### config.mk
export PLATFORM = sky130hd
export DESIGN_NAME = stride_layer_ctrl
export DESIGN_NICKNAME = d
export VERILOG_FILES = /design/src/rtl/stride_layer_ctrl.sv
export SDC_FILE = /design/constraint.sdc
export NUM_CORES = 1
export LEC_CHECK = 0
export CAP_MARGIN = 15
export CORE_ASPECT_RATIO = 1.1
export CORE_MARGIN = 4
export CORE_UTILIZATION = 50
export DETAILED_ROUTE_END_ITERATION = 16
export GPL_ROUTABILITY_DRIVEN = 0
export MAX_ROUTING_LAYER = met4
export PLACE_DENSITY = 0.69
export SYNTH_ARGS = -nofsm -noshare
export SYNTH_HDL_FRONTEND = slang
export SYNTH_SLANG_ARGS = --single-unit
### constraint.sdc
create_clock -name clk -period 13.9 [get_ports clk]
set_input_delay 1.39 -clock clk [delete_from_list [all_inputs] [get_ports clk]]
set_output_delay 1.39 -clock clk [all_outputs]
set_load 0.005 [all_outputs]
### src/rtl/stride_layer_ctrl.sv
// Layer sequencer for the stride unit: accepts a layer descriptor, hands it
// to the stride unit, fires Start, tracks input/output completion and the
// beat count, and reports errors, a watchdog timeout and completed layers.
module stride_layer_ctrl #(
    parameter int WIDTH_FEATURE_SIZE    = 12,
    parameter int WIDTH_CHANNEL_NUM_REG = 10,
    parameter int WIDTH_TIMEOUT         = 20
) (
    input  logic                             clk,
    input  logic                             rst,
    input  logic                             Cfg_Valid,
    output logic                             Cfg_Ready,
    input  logic [WIDTH_FEATURE_SIZE-1:0]    Cfg_Row_Num,
    input  logic [WIDTH_CHANNEL_NUM_REG-1:0] Cfg_Channel_Num,
    input  logic                             Cfg_En_Stride,
    output logic [WIDTH_FEATURE_SIZE-1:0]    Row_Num_Out_REG,
    output logic [WIDTH_CHANNEL_NUM_REG-1:0] Channel_Out_Num_REG,
    output logic                             EN_Stride_REG,
    output logic                             Start,
    output logic                             Next_Reg,
    input  logic                             Stride_Complete,
    input  logic                             Last,
    input  logic                             M_Valid,
    input  logic                             M_Ready,
    output logic                             Busy,
    output logic                             Layer_Done,
    output logic                             Err_Cfg,
    output logic                             Err_Beat,
    output logic                             Err_Timeout,
    output logic [7:0]                       Layer_Cnt
);

    localparam int WIDTH_BEATS = 2 * WIDTH_FEATURE_SIZE + WIDTH_CHANNEL_NUM_REG;
    // Watchdog value one increment before all-ones: an idle cycle here completes the timeout.
    localparam logic [WIDTH_TIMEOUT-1:0] WDOG_LAST = {{(WIDTH_TIMEOUT-1){1'b1}}, 1'b0};

    typedef enum logic [2:0] {IDLE, SETUP, START, RUN, NEXT} state_t;

    state_t                             r_state;
    state_t                             w_state_next;
    logic                               r_setup_cnt;
    logic [WIDTH_FEATURE_SIZE-1:0]      r_row_num;
    logic [WIDTH_CHANNEL_NUM_REG-1:0]   r_channel_num;
    logic                               r_en_stride;
    logic [WIDTH_BEATS-1:0]             r_expected;
    logic [WIDTH_BEATS-1:0]             r_beat_cnt;
    logic                               r_in_done;
    logic                               r_out_done;
    logic                               r_flush;
    logic                               r_err_cfg;
    logic                               r_err_beat;
    logic                               r_err_timeout;
    logic [WIDTH_TIMEOUT-1:0]           r_wdog;
    logic [7:0]                         r_layer_cnt;

    logic                               w_cfg_bad;
    logic                               w_accept;
    logic                               w_take;
    logic                               w_beat;
    logic                               w_sc;
    logic                               w_last_beat;
    logic                               w_both_done;
    logic                               w_timeout;
    logic [WIDTH_FEATURE_SIZE-1:0]      w_rows;
    logic [WIDTH_BEATS-1:0]             w_expected_calc;

    assign w_cfg_bad   = (Cfg_Row_Num == '0) || (Cfg_Channel_Num == '0) ||
                         (Cfg_Channel_Num[3:0] != 4'd0) || (Cfg_En_Stride && Cfg_Row_Num[0]);
    assign w_accept    = (r_state == IDLE) && Cfg_Valid;
    assign w_take      = w_accept && !w_cfg_bad;
    // Stride-unit events only count while a layer is running.
    assign w_beat      = (r_state == RUN) && M_Valid && M_Ready;
    assign w_sc        = (r_state == RUN) && Stride_Complete;
    assign w_last_beat = w_beat && Last;
    assign w_both_done = r_in_done && r_out_done;
    assign w_timeout   = (r_state == RUN) && !w_both_done && !w_beat && !w_sc && (r_wdog == WDOG_LAST);

    assign w_rows          = r_en_stride ? (r_row_num >> 1) : r_row_num;
    assign w_expected_calc = WIDTH_BEATS'(w_rows) * WIDTH_BEATS'(w_rows) *
                             WIDTH_BEATS'(r_channel_num >> 4);

    assign Row_Num_Out_REG     = r_row_num;
    assign Channel_Out_Num_REG = r_channel_num;
    assign EN_Stride_REG       = r_en_stride;
    assign Err_Cfg             = r_err_cfg;
    assign Err_Beat            = r_err_beat;
    assign Err_Timeout         = r_err_timeout;
    assign Layer_Cnt           = r_layer_cnt;

    // State register.
    always_ff @(posedge clk) begin
        if (rst) r_state <= IDLE;
        else     r_state <= w_state_next;
    end

    // Next-state logic and state-decoded strobes.
    always_comb begin
        w_state_next = r_state;
        Cfg_Ready    = 1'b0;
        Start        = 1'b0;
        Next_Reg     = 1'b0;
        Layer_Done   = 1'b0;
        Busy         = 1'b1;
        case (r_state)
            IDLE: begin
                Cfg_Ready = 1'b1;
                Busy      = 1'b0;
                if (w_take) w_state_next = SETUP;
            end
            SETUP: begin
                if (r_setup_cnt) w_state_next = START;
            end
            START: begin
                Start        = 1'b1;
                w_state_next = RUN;
            end
            RUN: begin
                if (w_both_done || w_timeout) w_state_next = NEXT;
            end
            NEXT: begin
                Next_Reg     = 1'b1;
                Layer_Done   = !r_flush;
                w_state_next = IDLE;
            end
            default: w_state_next = IDLE;
        endcase
    end

    // Descriptor capture; held until the next accepted descriptor.
    always_ff @(posedge clk) begin
        if (rst) begin
            r_row_num     <= '0;
            r_channel_num <= '0;
            r_en_stride   <= 1'b0;
        end else if (w_take) begin
            r_row_num     <= Cfg_Row_Num;
            r_channel_num <= Cfg_Channel_Num;
            r_en_stride   <= Cfg_En_Stride;
        end
    end

    // Two-cycle SETUP dwell and expected beat count, settled before RUN.
    always_ff @(posedge clk) begin
        if (rst) begin
            r_setup_cnt <= 1'b0;
            r_expected  <= '0;
        end else if (r_state == SETUP) begin
            r_setup_cnt <= ~r_setup_cnt;
            r_expected  <= w_expected_calc;
        end else begin
            r_setup_cnt <= 1'b0;
        end
    end

    // Beat counter, completion flags and beat-count check.
    always_ff @(posedge clk) begin
        if (rst) begin
            r_beat_cnt <= '0;
            r_in_done  <= 1'b0;
            r_out_done <= 1'b0;
            r_err_beat <= 1'b0;
        end else if (w_take) begin
            r_beat_cnt <= '0;
            r_in_done  <= 1'b0;
            r_out_done <= 1'b0;
        end else begin
            // Without striding the stride unit never reports completion.
            if (r_state == START) r_in_done <= !r_en_stride;
            if (w_sc)             r_in_done <= 1'b1;
            if (w_beat)           r_beat_cnt <= r_beat_cnt + WIDTH_BEATS'(1);
            if (w_last_beat) begin
                r_out_done <= 1'b1;
                if ((r_beat_cnt + WIDTH_BEATS'(1)) != r_expected) r_err_beat <= 1'b1;
            end
        end
    end

    // Stall watchdog; a timeout flushes the layer through NEXT without counting it.
    always_ff @(posedge clk) begin
        if (rst) begin
            r_wdog        <= '0;
            r_flush       <= 1'b0;
            r_err_timeout <= 1'b0;
        end else begin
            if (w_take) r_flush <= 1'b0;
            if (r_state == START) begin
                r_wdog <= '0;
            end else if (r_state == RUN) begin
                if (w_beat || w_sc) r_wdog <= '0;
                else                r_wdog <= r_wdog + WIDTH_TIMEOUT'(1);
            end
            if (w_timeout) begin
                r_flush       <= 1'b1;
                r_err_timeout <= 1'b1;
            end
        end
    end

    // Rejected-descriptor pulse and completed-layer counter.
    always_ff @(posedge clk) begin
        if (rst) begin
            r_err_cfg   <= 1'b0;
            r_layer_cnt <= '0;
        end else begin
            r_err_cfg <= w_accept && w_cfg_bad;
            if ((r_state == NEXT) && !r_flush) r_layer_cnt <= r_layer_cnt + 8'd1;
        end
    end

endmodule
==> results of run 1 <==
-- cells in the mapped netlist (all sizes together), types with 15 or more instances --
cell | count | area [sq um]
xor2 | 60 | 525.5
nor4 | 17 | 133.9
a21o | 16 | 120.1
ha | 97 | 1214
and3 | 22 | 137.6
inv | 265 | 994.7
nand3 | 51 | 260.3
mux2i | 36 | 360.4
o21ai | 31 | 155.2
xnor2 | 74 | 648.1
and2 | 65 | 406.6
nor3 | 29 | 150.1
nand4 | 27 | 175.2
dfxtp | 125 | 2502
a21oi | 62 | 310.3
nor2 | 181 | 681.9
clkbuf | 45 | 171.4
nand2 | 177 | 666.9
buf | 15 | 78.83
fa | 166 | 3323
-- layout make-up --
| cell class | instances | share of cell area |
|---|---|---|
| sequential | 125 | 0.1586 |
| clock buffer | 17 | 0.02697 |
| multi-input combinational | 1261 | 0.6638 |
| tap | 363 | 0.02879 |
| clock inverter | 15 | 0.01047 |
| timing repair buffer | 78 | 0.04759 |
| inverter | 268 | 0.06377 |
-- worst register-to-register path, delay by kind of cell, from the launching register on --
family / cells / cell delay (ns)
buffers and inverters: 9 / 0.85
and+or+nand+nor: 5 / 1.16
DFF: 1 / 0.91
AOI/OAI and AO/OA: 9 / 2.16
muxes: 1 / 0.58
adders and majority gates: 10 / 4.86
-- cells by family after synthesis --
group,count (synthesis),synth area share
AO/OA/AOI/OAI,201,0.09453
XOR/XNOR,134,0.08248
adder cells (fa/ha/maj),263,0.3189
buffers and inverters,328,0.08829
flip-flops,125,0.1759
multiplexers,42,0.03007
AND/OR/NAND/NOR,621,0.2099
-- registers in the layout, summed over array words and instances, names as in the netlist, 3 cells and up --
signal	cells
r_beat_cnt	34
r_expected	30
r_wdog	20
Row_Num_Out_REG	12
Channel_Out_Num_REG	10
Layer_Cnt	8
r_state	3
-- layer usage --
metal / part of all wire / track usage
met5: 0 / -
met4: 0.026 / 0.06721
met3: 0.033 / 0.02711
met2: 0.49 / 0.3914
met1: 0.45 / 0.2864
-- path summary, 6_finish.rpt --
check,slack [ns],from,to,depth (start not counted)
worst max-delay path,3.23,EN_Stride_REG,r_expected[27],34
worst min-delay path,0.46,Err_Timeout,Err_Timeout,2
worst max register to register,3.23,EN_Stride_REG,r_expected[27],34
worst min register to register,0.46,Err_Timeout,Err_Timeout,2
-- power by group --
group	internal (mW)	switching (mW)	leakage, nW
Clock	0.242	0.211	0.287
Combinational	0.0284	0.0420	6.03
Sequential	0.362	0.00605	1.01
-- through the flow --
step                      area [sq um]    util  power, mW  worst slack (ns)
after floorplan                  14230       -     0.4182             4.271
after global placement           15180  0.5433     0.4457             3.670
after detailed placement         15180  0.5433     0.4467             3.316
after CTS                        15770  0.5644     0.8983             3.291
after global routing             15770  0.5644     0.9196             2.481
final                            15770  0.5644     0.8908             3.227
==> parameters.txt, run 1 <==
Parameter                              Value

STA
  Clock period minus worst slack ... 10.67 ns
  RSZ-0062 raised after global routing ... false
  Peak Freq ... 93.70 MHz
  Rel. slew slack ... 0.4012
  Worst Hold Slack ... 0.4609 ns
  Fin Setup TNS ... 0 ns
  Period utilization ... 0.7678
  Number of pins with negative max-slew slack in the final report ... 0
  Worst clock skew on the final layout ... 0.02164 ns
  Actual slew at the worst max-slew pin ... 0.8970 ns
  Finish-stage setup viols ... 0
  Final hold viol count ... 0

Detailed routing
  First drt pass iteration count ... 6
  Total detailed-routing wirelength ... 33610 um
  Detailed-route wire length per cell ... 15.80 um
  Post-DRT Antenna Nets ... 0
  Starting DRC count in detailed routing ... 667
  DRC ... 0
  Via count ... 11550
  Vias per inst ... 5.428

Yosys
  Post-synthesis average cell area ... 8.301 sq um
  Unique masters post-synth ... 72
  Synth Register Bits ... 125
  Synthesized area ... 0.01423 sq mm
  Share of synthesized registers carrying an async set or reset ... 0
  Count of flip-flops with a built-in enable after synthesis ... 0
  Dominant register cell in the synthesized netlist ... dfxtp_1
  Number of cells produced by synthesis ... 1714
  Net count after synthesis ... 2007
  Count of warnings emitted by yosys ... 0
  Sequential element share of the synthesized area ... 0.1759

Global route
  Via count of the first global-routing pass ... 11800
  Number of antenna violations at the first check in global routing ... 0
  Grt ovf ... 0
  Overall Global Routing Usage ... 0.2286
  First-pass GRT wire length ... 57440 um
  Pin count of the biggest net entering global routing ... 70

Finish
  Fill count ... 2513
  Area used by multi-input combinational logic ... 0.01047 sq mm
  Total Nets Final ... 2044
  Share of post-route cells with drive strength above 1 ... 0.04025
  Area occupied by registers ... 0.002502 sq mm
  Top library cells by usage in the layout, fill and taps aside ... inv_1, nor2_1, nand2_1
  Final instance count without filler cells ... 2127
  Antenna cell count ... 0
  Leading cell type in the layout, fill and taps excluded ... inv_1
  Signed area change from the synthesized netlist to the final layout ... 10.86%

Worst setup path
  Required time at the worst-slack endpoint ... 14.17 ns
  Slowest library cell on the worst path ... dfxtp_1
  Crit path launch type ... flip-flop
  Crit path largest cell delay ... 0.91 ns
  Type of the setup path with the least slack ... reg2reg
  Largest fanout on the critical path ... 19
  Critical path endpoint category ... flip-flop
  Cell type group with the largest total delay on the critical path ... adder cells
  Worst path buffer plus inverter count ... 9
  Critical path data arrival time ... 10.94 ns

Placement
  Number of buffers inserted by port buffering ... 68
  Final HPWL DP ... 26600 um
  Instance count after placement with tap cells included ... 2095

CTS
  Clk Tree Root Cell ... clkbuf_16
  Hold_buf cts ... 0
  Clock slew seen by the registers of the worst setup and hold paths ... 0.07 ns
  Clock Sink Count ... 125
  H-tree levels ... 4
  Number of buffers created by CTS ... 17
  Postcts setup bufs ... 0
  CTS-repair resized insts ... 0
  Source-to-sink clock delay at the later pin of the worst-skew pair ... 0.43 ns
  TritonCTS clock tree ... built
  Clk buf depth ... 2

Run status
  Result of the run ... complete, no violations

Pwr
  Reported leakage power ... 7.325 nW
  Power density of the placed cells ... 56.47 mW/mm^2
  Maximum vdd drop ... 0.07574 mV

Die
  Initial core utilization ... 0.5091
  Area of the die ... 0.03122 sq mm
  Area of the placeable core ... 0.02795 sq mm
  Count of standard-cell rows ... 64
  Die X-Extent ... 168.8 um
  IO Pins ... 69
  Die boundary height ... 184.9 um

Worst hold path
  Worst min-delay path class ... reg2reg

Job
  Number of maximum-capacitance violations ... 0
Power figures use the tool's default switching activity.
==> run 2: changes to the inputs <==
- PLACE_DENSITY: 0.69 -> 0.72
- clock period: 13.9 -> 9.6 ns (I/O delays scaled with it)
==> run 2 against run 1 <==
Effect of this change:
- global-route usage shrank 0.72 points
- flip-flop and latch count is the same
- non-clock buffer count grew 16
- clock power grew 56%
- register-to-register slack lost 2.9 ns
- count of clock-buffer cells in the layout grew 1
- highest routed layer unchanged
- clock skew shrank 0.0077 ns
- utilization grew 1.0 points
- worst setup slack lost 2.9 ns
- hold slack lost 0.011 ns
==> parameters.txt, run 2 (synthesis gave the netlist of run 1 again) <==
Parameter                              Value

Detailed routing
  Starting DRC count in detailed routing ... 612 (-8.2%)
  Detailed-route wire length per cell ... 15.52 um (-1.8%)
  Via count ... 11640 (+0.82%)
  Total detailed-routing wirelength ... 33270 um (-1.0%)
  Vias per inst ... 5.432 (about the same)
  Post-DRT Antenna Nets ... 0 (unchanged)
  First drt pass iteration count ... 5 (-1)
  DRC ... 0 (unchanged)

Worst setup path
  Required time at the worst-slack endpoint ... 9.94 ns (-4.23 ns)
  Critical path endpoint category ... flip-flop
  Crit path launch type ... flip-flop
  Type of the setup path with the least slack ... reg2reg
  Critical path data arrival time ... 9.58 ns (-1.36 ns)
  Slowest library cell on the worst path ... fa_1
  Crit path largest cell delay ... 0.54 ns (-0.37 ns)
  Largest fanout on the critical path ... 8 (-11)
  Most frequent cell on the critical path ... fa_1

Run status
  Result of the run ... complete, no violations

Global route
  Via count of the first global-routing pass ... 11660 (-1.2%)
  First-pass GRT wire length ... 55920 um (-2.6%)
  Pin count of the biggest net entering global routing ... 70 (unchanged)
  Grt ovf ... 0 (unchanged)
  Number of antenna violations at the first check in global routing ... 0 (unchanged)
  Overall Global Routing Usage ... 0.2214 (-0.007198)

STA
  Rel. slew slack ... 0.3865 (-0.01465)
  Peak Freq ... 108.2 MHz (+15%)
  Finish-stage setup viols ... 0 (unchanged)
  Number of pins with negative max-slew slack in the final report ... 0 (unchanged)
  Period utilization ... 0.9627 (+0.1949)
  Fin Setup TNS ... 0 ns (unchanged)
  Clock period minus worst slack ... 9.242 ns (-1.431 ns)
  Worst clock skew on the final layout ... 0.01395 ns (-0.007692 ns)
  Final hold viol count ... 0 (unchanged)
  Actual slew at the worst max-slew pin ... 0.9189 ns (+0.02194 ns)
  Worst Hold Slack ... 0.4504 ns (-0.01050 ns)

Finish
  Fill count ... 2528 (+0.60%)
  Total Nets Final ... 2060 (+0.78%)
  Antenna cell count ... 0 (unchanged)
  Utilization after layout ... 0.5746 (+0.01021)
  Biggest registers after layout ... r_beat_cnt (34), r_expected (30), r_wdog (20)
  Leading cell type in the layout, fill and taps excluded ... inv_1
  Top library cells by usage in the layout, fill and taps aside ... inv_1, nor2_1, nand2_1
  Share of post-route cells with drive strength above 1 ... 0.06067 (+0.02042)
  Max FFs per register ... 34 (unchanged)
  Largest reg by FF count ... r_beat_cnt
  Signed area change from the synthesized netlist to the final layout ... 12.87%

CTS
  H-tree levels ... 4 (unchanged)
  Number of buffers created by CTS ... 17 (unchanged)
  Clock Sink Count ... 125 (unchanged)
  Source-to-sink clock delay at the later pin of the worst-skew pair ... 0.42 ns (about the same)
  Clock slew seen by the registers of the worst setup and hold paths ... 0.07 ns (about the same)
  TritonCTS clock tree ... built
  Clk buf depth ... 2 (unchanged)
  Clk Tree Root Cell ... clkbuf_16

Placement
  Number of buffers inserted by port buffering ... 68 (unchanged)
  Final HPWL DP ... 26360 um (-0.90%)

Die
  IO Pins ... 69 (unchanged)
  Die X-Extent ... 168.8 um (unchanged)
  Initial core utilization ... 0.5091 (unchanged)
  Count of standard-cell rows ... 64 (unchanged)
  Area of the die ... 0.03122 sq mm (unchanged)
  Die boundary height ... 184.9 um (unchanged)
  Area of the placeable core ... 0.02795 sq mm (unchanged)

Pwr
  Power density of the placed cells ... 83.41 mW/mm^2 (+48%)
  Reported leakage power ... 7.473 nW (+2.0%)
  Maximum vdd drop ... 0.1247 mV (+65%)

Worst hold path
  Worst min-delay path class ... reg2reg

Job
  Number of maximum-capacitance violations ... 0 (unchanged)
==> run 2: cell count changes in the layout (fill, tap and decap cells not counted), moves of 3 or more <==
cell,previous run,this run
buf_4,10,25
o21ai_0,31,25
o21ai_1,0,4
xnor2_1,74,70
xnor2_2,0,4
bufinv_16,0,3
clkinv_8,3,0
==> run 2: what timing repair did <==
item,in CTS,in global routing
setup buffers,0,3
setup endpoints to repair,0,11
hold buffers,0,0
resized for setup,0,30
==> run 2: worst max-delay path, delay by kind of cell (launching register included) <==
family | cells | cell delay, ns
and+or+nand+nor | 4 | 0.58
muxes | 1 | 0.40
adders and majority gates | 10 | 4.57
AOI/OAI and AO/OA | 11 | 2.57
buffers and inverters | 9 | 0.66
DFF | 1 | 0.39
==> run 2: metrics by stage <==
step | cells | setup slack (ns) | instance area [sq um] | power, mW
3_5_place_dp | 2108 | 0.04896 | 15280 | 0.6461
2_1_floorplan | 1714 | 0.1015 | 14230 | 0.6055
6_report | 2143 | 0.3579 | 16060 | 1.339
5_1_grt | 2143 | -0.05589 | 16060 | 1.385
3_3_place_gp | 2108 | 0.1959 | 15280 | 0.6443
4_1_cts | 2140 | 0.04860 | 15920 | 1.350
==> run 2: cell type report <==
cell class | count | area [sq um] | area share
flip-flops and latches | 125 | 2506 | 0.1561
inverters | 268 | 1006 | 0.06264
clock inverters | 14 | 198.9 | 0.01239
well taps | 363 | 454.2 | 0.02828
clock buffers | 18 | 439.2 | 0.02735
repair buffers | 94 | 874.6 | 0.05446
multi-input cells | 1261 | 10580 | 0.6588
==> run 2: layer usage <==
metal / GRT usage / wire length [um] / up-vias
li1: - / - / 5668
met4: 0.08604 / 1170 / 0
met5: - / 0 / -
met3: 0.02263 / 1218 / 76
met2: 0.3742 / 16520 / 277
met1: 0.2749 / 14360 / 5620
==> run 2: where the power goes <==
| part | total [mW] | switching [mW] | internal [mW] |
|---|---|---|---|
| registers | 0.533 | 0.00829 | 0.524 |
| clock network | 0.705 | 0.277 | 0.428 |
| logic | 0.102 | 0.0609 | 0.0410 |
==> run 2: worst paths after layout <==
check                                    from             end  slack, ns  depth (start not counted)
worst min-delay path              Err_Timeout     Err_Timeout       0.45                          2
worst max-delay path            EN_Stride_REG  r_expected[27]       0.36                         35
worst max register to register  EN_Stride_REG  r_expected[27]       0.36                         35
worst min register to register    Err_Timeout     Err_Timeout       0.45                          2
==> run 3: changes to the inputs <==
- TNS_END_PERCENT: unset -> 5
==> run 3 against run 2 <==
Effect of this change:
- first-iteration DRC count is 6.7% lower
- utilization is 0.054 points lower
- worst setup slack worse by 0.14 ns
- register-to-register slack worse by 0.14 ns
- via count hardly changed
- hold slack hardly changed
- clock power hardly changed
- sequential share of layout area hardly changed
- sequential power hardly changed
- fmax is 1.4% lower
- critical path type unchanged
==> parameters.txt, run 3 (synthesis gave the netlist of run 1 again) <==
Parameter                              Value

Run status
  Result of the run ... complete, no violations

Worst setup path
  Most frequent cell on the critical path ... fa_1
  Crit path largest cell delay ... 0.55 ns (about the same)
  Critical path data arrival time ... 9.69 ns (+0.11 ns)
  Type of the setup path with the least slack ... reg2reg
  Crit path launch type ... flip-flop
  Largest fanout on the critical path ... 8 (unchanged)
  Slowest library cell on the worst path ... fa_1
  Required time at the worst-slack endpoint ... 9.91 ns (-0.03 ns)
  Depth of the worst register-to-register path ... 34 (-2.9%)
  Critical path endpoint category ... flip-flop
  Reg2Reg Setup Slack ... 0.22 ns (-0.14 ns)

Finish
  Final cell area excluding filler cells ... 0.01604 sq mm (about the same)
  Leading cell type in the layout, fill and taps excluded ... inv_1
  Max FFs per register ... 34 (unchanged)
  Biggest registers after layout ... r_beat_cnt (34), r_expected (30), r_wdog (20)
  Top library cells by usage in the layout, fill and taps aside ... inv_1, nor2_1, nand2_1
  Antenna cell count ... 0 (unchanged)
  Total Nets Final ... 2059 (-0.049%)
  Signed area change from the synthesized netlist to the final layout ... 12.76% (about the same)
  Area used by multi-input combinational logic ... 0.01057 sq mm (about the same)
  Area occupied by registers ... 0.002506 sq mm (unchanged)
  Largest reg by FF count ... r_beat_cnt
  Share of post-route cells with drive strength above 1 ... 0.05958 (-0.001090)
  Utilization after layout ... 0.5741 (about the same)
  Fill count ... 2531 (+0.12%)

CTS
  Source-to-sink clock delay at the later pin of the worst-skew pair ... 0.42 ns (about the same)
  Clock slew seen by the registers of the worst setup and hold paths ... 0.07 ns (about the same)
  Clk buf depth ... 2 (unchanged)
  Clk Tree Root Cell ... clkbuf_16
  TritonCTS clock tree ... built
  Number of buffers created by CTS ... 17 (unchanged)
  H-tree levels ... 4 (unchanged)
  Clock Sink Count ... 125 (unchanged)
  Hold_buf cts ... 0 (unchanged)

Job
  Number of maximum-capacitance violations ... 0 (unchanged)

Worst hold path
  Worst hold stages ... 2 (unchanged)
  Worst min-delay path class ... reg2reg

Die
  Area of the placeable core ... 0.02795 sq mm (unchanged)
  Initial core utilization ... 0.5091 (unchanged)
  Count of standard-cell rows ... 64 (unchanged)
  Die boundary height ... 184.9 um (unchanged)
  IO Pins ... 69 (unchanged)
  Area of the die ... 0.03122 sq mm (unchanged)
  Die X-Extent ... 168.8 um (unchanged)

STA
  Final critical-path setup slack ... 0.2220 ns (-0.1359 ns)
  Actual slew at the worst max-slew pin ... 0.9745 ns (+0.05557 ns)
  Peak Freq ... 106.6 MHz (-1.4%)
  Finish-stage setup viols ... 0 (unchanged)
  Worst clock skew on the final layout ... 0.01526 ns (+0.001315 ns)
  Period utilization ... 0.9769 (+0.01416)
  Final hold viol count ... 0 (unchanged)
  Number of pins with negative max-slew slack in the final report ... 0 (unchanged)
  Rel. slew slack ... 0.3453 (-0.04121)
  Clock period minus worst slack ... 9.378 ns (+0.1359 ns)
  RSZ-0062 raised after global routing ... true

Global route
  Number of antenna violations at the first check in global routing ... 0 (unchanged)
  Grt ovf ... 0 (unchanged)
  First-pass GRT wire length ... 55920 um (unchanged)
  Via count of the first global-routing pass ... 11660 (unchanged)
  Overall Global Routing Usage ... 0.2214 (unchanged)
  Pin count of the biggest net entering global routing ... 70 (unchanged)

Detailed routing
  Vias per inst ... 5.432 (about the same)
  Total detailed-routing wirelength ... 33310 um (+0.12%)
  DRC ... 0 (unchanged)
  Via count ... 11640 (-0.052%)
  Detailed-route wire length per cell ... 15.55 um (+0.17%)
  Post-DRT Antenna Nets ... 0 (unchanged)
  Starting DRC count in detailed routing ... 571 (-6.7%)
  First drt pass iteration count ... 5 (unchanged)

Pwr
  Portion of total power attributed to sequential cells ... 0.397 (about the same)
  Internal power ... 0.9930 mW (about the same)
  Power share of the clock group ... 0.527 (about the same)
  Reported leakage power ... 7.459 nW (-0.18%)
  Switching power of the nets ... 0.3480 mW (+0.45%)
  Power density of the placed cells ... 83.59 mW/mm^2 (+0.21%)
  Final Total Pwr ... 1.341 mW (+0.12%)
  Fraction of power spent switching nets ... 0.2595 (+0.0008572)
  Maximum vdd drop ... 0.1248 mV (+0.12%)
  Part of the total power dissipated in combinational logic ... 0.076 (about the same)

Placement
  Number of buffers inserted by port buffering ... 68 (unchanged)
  Worst setup slack before clock tree synthesis ... 0.04896 ns (unchanged)
  Cell area after placement ... 0.01528 sq mm (unchanged)
  Final HPWL DP ... 26360 um (unchanged)
-- run 3: changes by cell type in the layout (fill, tap and decap cells not counted), sizes merged --
cell,before,now
buf,27,26
-- run 3: layout make-up --
cell class | instances | share of cell area
Clock buffer | 18 | 0.02737
Clock inverter | 14 | 0.01240
Inverter | 268 | 0.06270
Multi-Input combinational cell | 1261 | 0.6590
Sequential cell | 125 | 0.1562
Tap cell | 363 | 0.02831
Timing Repair Buffer | 93 | 0.05404
-- run 3: path summary, 6_finish.rpt --
kind | from | endpoint
worst min-delay path | Err_Timeout | Err_Timeout
worst max-delay path | EN_Stride_REG | r_expected[23]
worst min register to register | Err_Timeout | Err_Timeout
worst max register to register | EN_Stride_REG | r_expected[23]
-- run 3: through the flow --
| stage | hold slack (ns) | instances | TNS, ns |
|---|---|---|---|
| 3_5_place_dp | 0.4479 | 2108 | 0 |
| 2_1_floorplan | 0.4366 | 1714 | 0 |
| 5_1_grt | 0.4794 | 2142 | -0.3056 |
| 6_report | 0.4505 | 2142 | 0 |
| 4_1_cts | 0.4584 | 2140 | 0 |
| 3_3_place_gp | 0.4387 | 2108 | 0 |
-- run 3: power groups by stage --
| stage | combinational (mW) | clock [mW] | sequential, mW |
|---|---|---|---|
| 6_report | 0.102 | 0.707 | 0.532 |
| 5_1_grt | 0.112 | 0.740 | 0.533 |
| 4_1_cts | 0.102 | 0.716 | 0.533 |
| 3_5_place_dp | 0.102 | 0 | 0.544 |
| 3_3_place_gp | 0.100 | 0 | 0.544 |
| 2_1_floorplan | 0.0644 | 0 | 0.541 |
-- run 3: worst max-delay path: cells and delay by family, from the launching register on --
kind            cells  cell delay (ns)
fa+ha+maj          10             4.63
compound gates      7             1.70
simple gates        6             1.03
mux                 2             0.63
buf+inv             8             0.62
flops               1             0.39
xor+xnor            1             0.27
-- run 3: metal layers --
layer | up-vias | share of wire | track usage
met1 | 5631 | 0.43 | 0.2749
met3 | 71 | 0.035 | 0.02263
met2 | 274 | 0.50 | 0.3742
met5 | - | 0 | -
met4 | 0 | 0.035 | 0.08604
li1 | 5659 | - | -
-- run 3: what timing repair did --
item,in CTS,in global routing
setup buffers,0,2
gates resized for setup,0,28
setup endpoints to repair,0,11
hold endpoints to repair,0,0
